<file path="src/rtl/instruction_fetch_pkg.sv">
`default_nettype none
// ============================================================================
//  Module   : instruction_fetch_pkg
//  Purpose  : Shared definitions for the fetch stage: opcode values,
//             instruction field positions, the bubble word and FSM states.
//  Revision : 1.0 - initial release
// ============================================================================
package instruction_fetch_pkg;

  // Opcodes (instruction bits [27:24])
  localparam logic [3:0] NOP = 4'h0;
  localparam logic [3:0] BLE = 4'hB;
  localparam logic [3:0] JMP = 4'hC;

  // Instruction field bit positions
  localparam int OPC_MSB    = 27;
  localparam int OPC_LSB    = 24;
  localparam int DEST_MSB   = 23;
  localparam int DEST_LSB   = 16;
  localparam int TARGET_MSB = DEST_MSB;
  localparam int TARGET_LSB = DEST_LSB;
  localparam int SRC1_MSB   = 15;
  localparam int SRC1_LSB   = 8;
  localparam int SRC0_MSB   = 7;
  localparam int SRC0_LSB   = 0;

  // A bubble is the all-zero word, which decodes as NOP downstream
  localparam logic [27:0] NOP_WORD = 28'd0;

  typedef enum logic [0:0] {
    S_BOOT = 1'b0,
    S_RUN  = 1'b1
  } fetch_state_e;

endpackage : instruction_fetch_pkg
`default_nettype wire

</file>
<file path="src/rtl/instruction_fetch_if.sv">
`default_nettype none
// ============================================================================
//  Module   : instruction_fetch_if
//  Purpose  : Bundles the fetch stage's ROM, control and IF/ID signals.
//  Ports    : master - the fetch stage (drives oAddress and the IF/ID outputs)
//             slave  - environment (ROM data, stall, branch redirect)
//  Revision : 1.0 - initial release
// ============================================================================
interface instruction_fetch_if #(
  parameter int ADDR_WIDTH   = 16,
  parameter int INSN_WIDTH   = 28,
  parameter int TARGET_WIDTH = 8,
  parameter int CNT_WIDTH    = 16
);

  logic [ADDR_WIDTH-1:0]   oAddress;
  logic [INSN_WIDTH-1:0]   iInstruction;
  logic                    iStall;
  logic                    iBranchTaken;
  logic [TARGET_WIDTH-1:0] iBranchTarget;
  logic [INSN_WIDTH-1:0]   oInstruction;
  logic [ADDR_WIDTH-1:0]   oPC;
  logic                    oValid;
  logic [CNT_WIDTH-1:0]    oBubbleCount;

  modport master (
    output oAddress, oInstruction, oPC, oValid, oBubbleCount,
    input  iInstruction, iStall, iBranchTaken, iBranchTarget
  );

  modport slave (
    input  oAddress, oInstruction, oPC, oValid, oBubbleCount,
    output iInstruction, iStall, iBranchTaken, iBranchTarget
  );

endinterface : instruction_fetch_if
`default_nettype wire

</file>
<file path="src/rtl/instruction_fetch_if_id_reg.sv">
`default_nettype none
// ============================================================================
//  Module   : instruction_fetch_if_id_reg
//  Purpose  : IF/ID pipeline register holding instruction, its address and
//             a valid flag. Flush loads a bubble, load captures, else hold.
//  Ports    : clk, rst_n         - clock, async active-low reset
//             load, flush        - capture / bubble controls (flush wins)
//             insn_in, pc_in     - fetched instruction and its address
//             insn_out, pc_out,
//             valid_out          - registered IF/ID contents
//  Revision : 1.0 - initial release
// ============================================================================
module instruction_fetch_if_id_reg
  import instruction_fetch_pkg::*;
#(
  parameter int              ADDR_WIDTH = 16,
  parameter int              INSN_WIDTH = 28,
  parameter logic [ADDR_WIDTH-1:0] RESET_PC = '0
) (
  input  logic                  clk,
  input  logic                  rst_n,
  input  logic                  load,
  input  logic                  flush,
  input  logic [INSN_WIDTH-1:0] insn_in,
  input  logic [ADDR_WIDTH-1:0] pc_in,
  output logic [INSN_WIDTH-1:0] insn_out,
  output logic [ADDR_WIDTH-1:0] pc_out,
  output logic                  valid_out
);

  logic [INSN_WIDTH-1:0] insn_q, insn_d;
  logic [ADDR_WIDTH-1:0] pc_q, pc_d;
  logic                  valid_q, valid_d;

  always_comb begin
    insn_d  = insn_q;
    pc_d    = pc_q;
    valid_d = valid_q;
    if (flush) begin
      // Bubble: address field is left as-is, it carries no meaning when invalid
      insn_d  = INSN_WIDTH'(NOP_WORD);
      valid_d = 1'b0;
    end else if (load) begin
      insn_d  = insn_in;
      pc_d    = pc_in;
      valid_d = 1'b1;
    end
  end

  always_ff @(posedge clk or negedge rst_n) begin
    if (!rst_n) begin
      insn_q  <= INSN_WIDTH'(NOP_WORD);
      pc_q    <= RESET_PC;
      valid_q <= 1'b0;
    end else begin
      insn_q  <= insn_d;
      pc_q    <= pc_d;
      valid_q <= valid_d;
    end
  end

  assign insn_out  = insn_q;
  assign pc_out    = pc_q;
  assign valid_out = valid_q;

endmodule : instruction_fetch_if_id_reg
`default_nettype wire

</file>
<file path="src/rtl/instruction_fetch.sv">
`default_nettype none
// ============================================================================
//  Module   : instruction_fetch
//  Purpose  : Fetch stage. Owns the PC, drives the zero-latency ROM, captures
//             the returned word into IF/ID, handles stall, branch flush and
//             in-fetch JMP redirect, and counts inserted bubbles.
//  Ports    : Clock - rising-edge clock
//             Reset - asynchronous active-low reset
//             bus   - instruction_fetch_if.master (ROM address/data, stall,
//                     branch redirect, IF/ID outputs, bubble counter)
//  Revision : 1.0 - initial release
// ============================================================================
module instruction_fetch
  import instruction_fetch_pkg::*;
#(
  parameter int                    ADDR_WIDTH   = 16,
  parameter int                    INSN_WIDTH   = 28,
  parameter int                    TARGET_WIDTH = 8,
  parameter logic [ADDR_WIDTH-1:0] RESET_PC     = '0,
  parameter int                    CNT_WIDTH    = 16
) (
  input logic                 Clock,
  input logic                 Reset,
  instruction_fetch_if.master bus
);

  localparam logic [CNT_WIDTH-1:0] CNT_MAX = {CNT_WIDTH{1'b1}};

  fetch_state_e          state_q, state_d;
  logic [ADDR_WIDTH-1:0] pc_q, pc_d;
  logic [CNT_WIDTH-1:0]  cnt_q, cnt_d;

  logic                    w_load;
  logic                    w_flush;
  logic                    w_bump;
  logic [3:0]              w_opcode;
  logic [TARGET_WIDTH-1:0] w_jmp_target;

  assign w_opcode     = bus.iInstruction[OPC_MSB:OPC_LSB];
  assign w_jmp_target = bus.iInstruction[TARGET_LSB +: TARGET_WIDTH];

  // Next PC, IF/ID control and FSM transition. Branch beats stall beats JMP.
  always_comb begin
    state_d = state_q;
    pc_d    = pc_q;
    w_load  = 1'b0;
    w_flush = 1'b0;
    w_bump  = 1'b0;
    case (state_q)
      S_BOOT: begin
        // One settling cycle for the ROM address; this bubble is not counted
        w_flush = 1'b1;
        state_d = S_RUN;
      end
      S_RUN: begin
        if (bus.iBranchTaken) begin
          pc_d    = {{(ADDR_WIDTH-TARGET_WIDTH){1'b0}}, bus.iBranchTarget};
          w_flush = 1'b1;
          w_bump  = 1'b1;
        end else if (bus.iStall) begin
          pc_d = pc_q;
        end else if (w_opcode == JMP) begin
          // JMP is resolved here and never reaches decode
          pc_d    = {{(ADDR_WIDTH-TARGET_WIDTH){1'b0}}, w_jmp_target};
          w_flush = 1'b1;
          w_bump  = 1'b1;
        end else begin
          pc_d   = pc_q + ADDR_WIDTH'(1);
          w_load = 1'b1;
        end
      end
      default: begin
        state_d = S_BOOT;
      end
    endcase
  end

  // Bubble counter sticks at all-ones
  always_comb begin
    cnt_d = cnt_q;
    if (w_bump && (cnt_q != CNT_MAX)) begin
      cnt_d = cnt_q + CNT_WIDTH'(1);
    end
  end

  always_ff @(posedge Clock or negedge Reset) begin
    if (!Reset) begin
      state_q <= S_BOOT;
      pc_q    <= RESET_PC;
      cnt_q   <= '0;
    end else begin
      state_q <= state_d;
      pc_q    <= pc_d;
      cnt_q   <= cnt_d;
    end
  end

  instruction_fetch_if_id_reg #(
    .ADDR_WIDTH (ADDR_WIDTH),
    .INSN_WIDTH (INSN_WIDTH),
    .RESET_PC   (RESET_PC)
  ) u_if_id_reg (
    .clk       (Clock),
    .rst_n     (Reset),
    .load      (w_load),
    .flush     (w_flush),
    .insn_in   (bus.iInstruction),
    .pc_in     (pc_q),
    .insn_out  (bus.oInstruction),
    .pc_out    (bus.oPC),
    .valid_out (bus.oValid)
  );

  assign bus.oAddress     = pc_q;
  assign bus.oBubbleCount = cnt_q;

endmodule : instruction_fetch
`default_nettype wire

</file>
<file path="src/flat_wrapper.sv">
// flat-port wrapper written by rule: the top's interface ports become plain ports
module instruction_fetch_flat import instruction_fetch_pkg::*;
#(
  parameter int                    ADDR_WIDTH   = 16,
  parameter int                    INSN_WIDTH   = 28,
  parameter int                    TARGET_WIDTH = 8,
  parameter logic [ADDR_WIDTH-1:0] RESET_PC     = '0,
  parameter int                    CNT_WIDTH    = 16
)
  (Clock, Reset, bus_oAddress, bus_oInstruction, bus_oPC, bus_oValid, bus_oBubbleCount, bus_iInstruction, bus_iStall, bus_iBranchTaken, bus_iBranchTarget);
  instruction_fetch_if #(.ADDR_WIDTH(ADDR_WIDTH), .INSN_WIDTH(INSN_WIDTH), .TARGET_WIDTH(TARGET_WIDTH), .CNT_WIDTH(CNT_WIDTH)) bus_i ();
  input logic Clock;
  input logic Reset;
  output wire logic [$bits(bus_i.oAddress)-1:0] bus_oAddress;
  output wire logic [$bits(bus_i.oInstruction)-1:0] bus_oInstruction;
  output wire logic [$bits(bus_i.oPC)-1:0] bus_oPC;
  output wire logic [$bits(bus_i.oValid)-1:0] bus_oValid;
  output wire logic [$bits(bus_i.oBubbleCount)-1:0] bus_oBubbleCount;
  input wire logic [$bits(bus_i.iInstruction)-1:0] bus_iInstruction;
  input wire logic [$bits(bus_i.iStall)-1:0] bus_iStall;
  input wire logic [$bits(bus_i.iBranchTaken)-1:0] bus_iBranchTaken;
  input wire logic [$bits(bus_i.iBranchTarget)-1:0] bus_iBranchTarget;
  assign bus_oAddress = bus_i.oAddress;
  assign bus_oInstruction = bus_i.oInstruction;
  assign bus_oPC = bus_i.oPC;
  assign bus_oValid = bus_i.oValid;
  assign bus_oBubbleCount = bus_i.oBubbleCount;
  assign bus_i.iInstruction = bus_iInstruction;
  assign bus_i.iStall = bus_iStall;
  assign bus_i.iBranchTaken = bus_iBranchTaken;
  assign bus_i.iBranchTarget = bus_iBranchTarget;
  instruction_fetch #(.ADDR_WIDTH(ADDR_WIDTH), .INSN_WIDTH(INSN_WIDTH), .TARGET_WIDTH(TARGET_WIDTH), .RESET_PC(RESET_PC), .CNT_WIDTH(CNT_WIDTH)) u_core (.Clock(Clock), .Reset(Reset), .bus(bus_i));
endmodule
</file>
<file path="config.mk">
export PLATFORM = sky130hd
export DESIGN_NAME = instruction_fetch_flat
export DESIGN_NICKNAME = d
export VERILOG_FILES = /design/src/rtl/instruction_fetch_pkg.sv /design/src/rtl/instruction_fetch_if.sv /design/src/rtl/instruction_fetch_if_id_reg.sv /design/src/rtl/instruction_fetch.sv /design/src/flat_wrapper.sv
export SDC_FILE = /design/constraint.sdc
export NUM_CORES = 1
export LEC_CHECK = 0
export ABC_AREA = 1
export CAP_MARGIN = 20
export CORE_MARGIN = 4
export CORE_UTILIZATION = 40
export CTS_BUF_LIST = sky130_fd_sc_hd__clkbuf_8
export DETAILED_ROUTE_END_ITERATION = 8
export GPL_TIMING_DRIVEN = 1
export HOLD_SLACK_MARGIN = 0.08
export PLACE_DENSITY = 0.72
export SETUP_SLACK_MARGIN = 0.2
export SLEW_MARGIN = 5
export SYNTH_ARGS = -nofsm -noshare
export SYNTH_HDL_FRONTEND = slang
export SYNTH_SLANG_ARGS = --single-unit
</file>
<file path="constraint.sdc">
create_clock -name Clock -period 3 [get_ports Clock]
set_input_delay 0.6 -clock Clock [delete_from_list [all_inputs] [get_ports Clock]]
set_output_delay 0.6 -clock Clock [all_outputs]
set_load 0.02 [all_outputs]
</file>
==> out/qor.csv <==
stage,metric,value,unit
logic_synthesis,syn nets,554,
logic_synthesis,Commonest cells post-synth,"189 x nand2_1, 78 x dfrtp_1, 43 x nor2_1",
global_routing,initial antenna violation count,0,
floorplanning,core footprint,9730,sq um
worst_setup_path,crit-path cells,clkdlybuf4s50_1 > inv_2 > buf_4 > nand3_2 > inv_2 > nand2_1 > nand2_1,
layout,non-filler instance count after layout,761,
logic_synthesis,cell count after synthesis,512,
detailed_routing,final WL,11000,um
layout,fin nets,665,
layout,# fillers,937,
timing,Rel. slew slack,35.0,%
power_and_ir_drop,P_leak,2.56,nW
worst_setup_path,Critical Path End Type,flip-flop,
detailed_routing,DR iter-0 viols,222,
timing,pins over their slew limit,0,
logic_synthesis,largest cells by area after synthesis,"dfrtp_1 49%, nand2_1 18%, nand4_1 6.0%, nor2_1 4.1%, o21ai_0 3.7%",
cts,H-tree depth,3,
floorplanning,Die W,108,um
worst_setup_path,Crit Path Category,in -> reg,
placement,DP Cell Count,745,
logic_synthesis,Yosys cell types,34,
cts,CTS resizes,0,
logic_synthesis,most numerous cell in the Yosys netlist,nand2_1,
cts,Worst-Skew Late Latency,0.35,ns
global_routing,gr usage total,19.9,%
logic_synthesis,Syn Std Cell Area,3970,sq um
timing,setup TNS,0,ns
job,Max Cap Viol,0,
logic_synthesis,ys async rst share,100,%
cts,CTS root buf,clkbuf_8,
floorplanning,Starting Density,40.8,%
layout,Antenna diodes,0,
timing,Least-Margin Pin Slew,0.975,ns
floorplanning,die area,11600,sq um
placement,hpwl dp,8000,um
cts,Clock Path Buffers,2,
logic_synthesis,register area share after synthesis,49.1,%
cts,Worst-path clk slew,0.08,ns
timing,f_max,455,MHz
detailed_routing,Detail Route Antenna Nets,0,
detailed_routing,DRC viols,0,
logic_synthesis,Yosys reg bits,78,
timing,final worst slack,0.801,ns
placement,Final GP Congestion,0.912,
logic_synthesis,largest area contributor in the netlist,dfrtp_1,
cts,CTS Buf Count,9,
placement,number of port buffers,116,
logic_synthesis,post-synth top area share,49.1,%
worst_setup_path,required time worst endpoint,3.28,ns
floorplanning,# IOs,117,
cts,post-CTS setup buffer count,0,
timing,Clock Skews,0.00592,ns
layout,Syn-to-layout area delta,37.3,%
timing,Fin. Hold Viols,0,
layout,share of cells above drive strength 1,6.21,%
cts,CTS hold repair buffers,0,
detailed_routing,wire length per cell,14.4,um
timing,RSZ-0062 raised after global routing,no,
worst_setup_path,CP startpoint kind,input pin,
power_and_ir_drop,Max VDD drop,0.000418,V
cts,CTS sink count,78,
worst_setup_path,CP max stage cell,clkdlybuf4s50_1,
detailed_routing,via/cell ratio,5.04,
floorplanning,row count,36,
detailed_routing,drt first pass iters,5,
cts,CTS tree,yes,
logic_synthesis,Synth Area per Inst,7.76,sq um
floorplanning,die height,108,um
power_and_ir_drop,PwrDens,491,nW/um^2
timing,"Setup violations, final",0,
global_routing,vias in the first global route,3737,
logic_synthesis,"Top FF cell, synth",dfrtp_1,
placement,pre-CTS setup slack,0.431,ns
timing,min Tclk post-route,2.20,ns
global_routing,first-pass GRT wire length,18500,um
timing,period utilisation layout,73.3,%
logic_synthesis,Yosys warning count,0,
logic_synthesis,Post-synth EDFFs,0,
worst_setup_path,Worst Path Arrival,2.48,ns
global_routing,largest net degree at the start of global routing,79,
worst_setup_path,Crit Path Max Fanout,41,
global_routing,global route overflow,0,
status,status,finished clean,
worst_hold_path,Hold Path Class,in -> async,
worst_setup_path,Crit path largest cell delay,0.46,ns
detailed_routing,vias post-DR,3833,
final timing paths:
kind | cells after the start | slack [ns] | end | startpoint
min | 1 | 0.39 | u_core.u_if_id_reg.pc_out[5]$_DFFE_PN0P_ | Reset
min in group Clock | 2 | 0.49 | u_core.u_if_id_reg.pc_out[5]$_DFFE_PN0P_ | u_core.u_if_id_reg.pc_out[5]$_DFFE_PN0P_
min reg2reg | 2 | 0.49 | u_core.u_if_id_reg.pc_out[5]$_DFFE_PN0P_ | u_core.u_if_id_reg.pc_out[5]$_DFFE_PN0P_
max | 7 | 0.80 | u_core.u_if_id_reg.insn_out[10]$_DFFE_PN0P_ | bus_iBranchTaken
max reg2reg | 7 | 1.18 | u_core.bus.oBubbleCount[9]$_DFFE_PN0P_ | u_core.bus.oBubbleCount[0]$_DFFE_PN0P_
max in group asynchronous | 1 | 1.97 | u_core.bus.oBubbleCount[3]$_DFFE_PN0P_ | Reset
critical path: cells and delay by family:
family                 cells  cell delay, ns
buffers and inverters      4            1.36
and+or+nand+nor            3            0.49
power breakdown:
part / switching (mW) / internal [mW]
Sequential: 0.0974 / 1.13
Combinational: 0.328 / 0.267
Clock: 0.393 / 0.464
cells in the final DEF (no fill, tap or decap), types with 9 or more instances in the layout:
master and n:
clkbuf_8 9, clkdlybuf4s50_1 115, dfrtp_1 78, inv_1 38, nand2_1 189, nand3_1 27, nand4_1 38, nor2_1 43
o21ai_0 29
logic make-up (layout without fill, tap and decap cells):
group / count (synthesis) / after routing / synth area share, %
AO/OA/AOI/OAI: 49 / 49 / 7.15
XOR/XNOR: 9 / 9 / 1.98
adder cells (fa/ha/maj): 2 / 2 / 0.630
buffers and inverters: 63 / 179 / 6.55
flip-flops: 78 / 78 / 49.1
other: 1 / 1 / 0.0944
AND/OR/NAND/NOR: 310 / 310 / 34.5
registers in the layout, summed over array words and instances (netlist names):
signal                        count
u_core.bus.oAddress              16
u_core.u_if_id_reg.insn_out      28
u_core.u_if_id_reg.pc_out        16
u_core.bus.oBubbleCount          16
u_core.u_if_id_reg.valid_out      1
u_core.state_q                    1
stage by stage:
step                util [%]  total power [mW]  area (sq um)  hold WS [ns]
floorplan                  -              1.54          3970         0.304
global placement        53.9              1.84          5240         0.466
detailed placement      53.9              1.85          5240         0.473
CTS                     56.1              2.70          5450         0.438
global route            56.1              2.82          5450         0.471
finish                  56.1              2.68          5450         0.387
routing by layer:
layer,vias to the layer above,share of wire [%],global-route usage (%)
met5,-,0,0
met1,1828,43,26.7
met2,114,50,32.7
met3,16,5.3,4.08
li1,1875,-,-
met4,0,1.5,5.32
final cells by class:
type                    count  area, sq um  area share, %
flip-flops and latches     78         1950           35.8
multi-input cells         371         1760           32.3
repair buffers            123         1210           22.2
clock inverters             7         90.1           1.65
inverters                  40          150           2.75
clock buffers               9          124           2.27
well taps                 133          166           3.05
No activity file was read; power rests on OpenSTA's default activity.
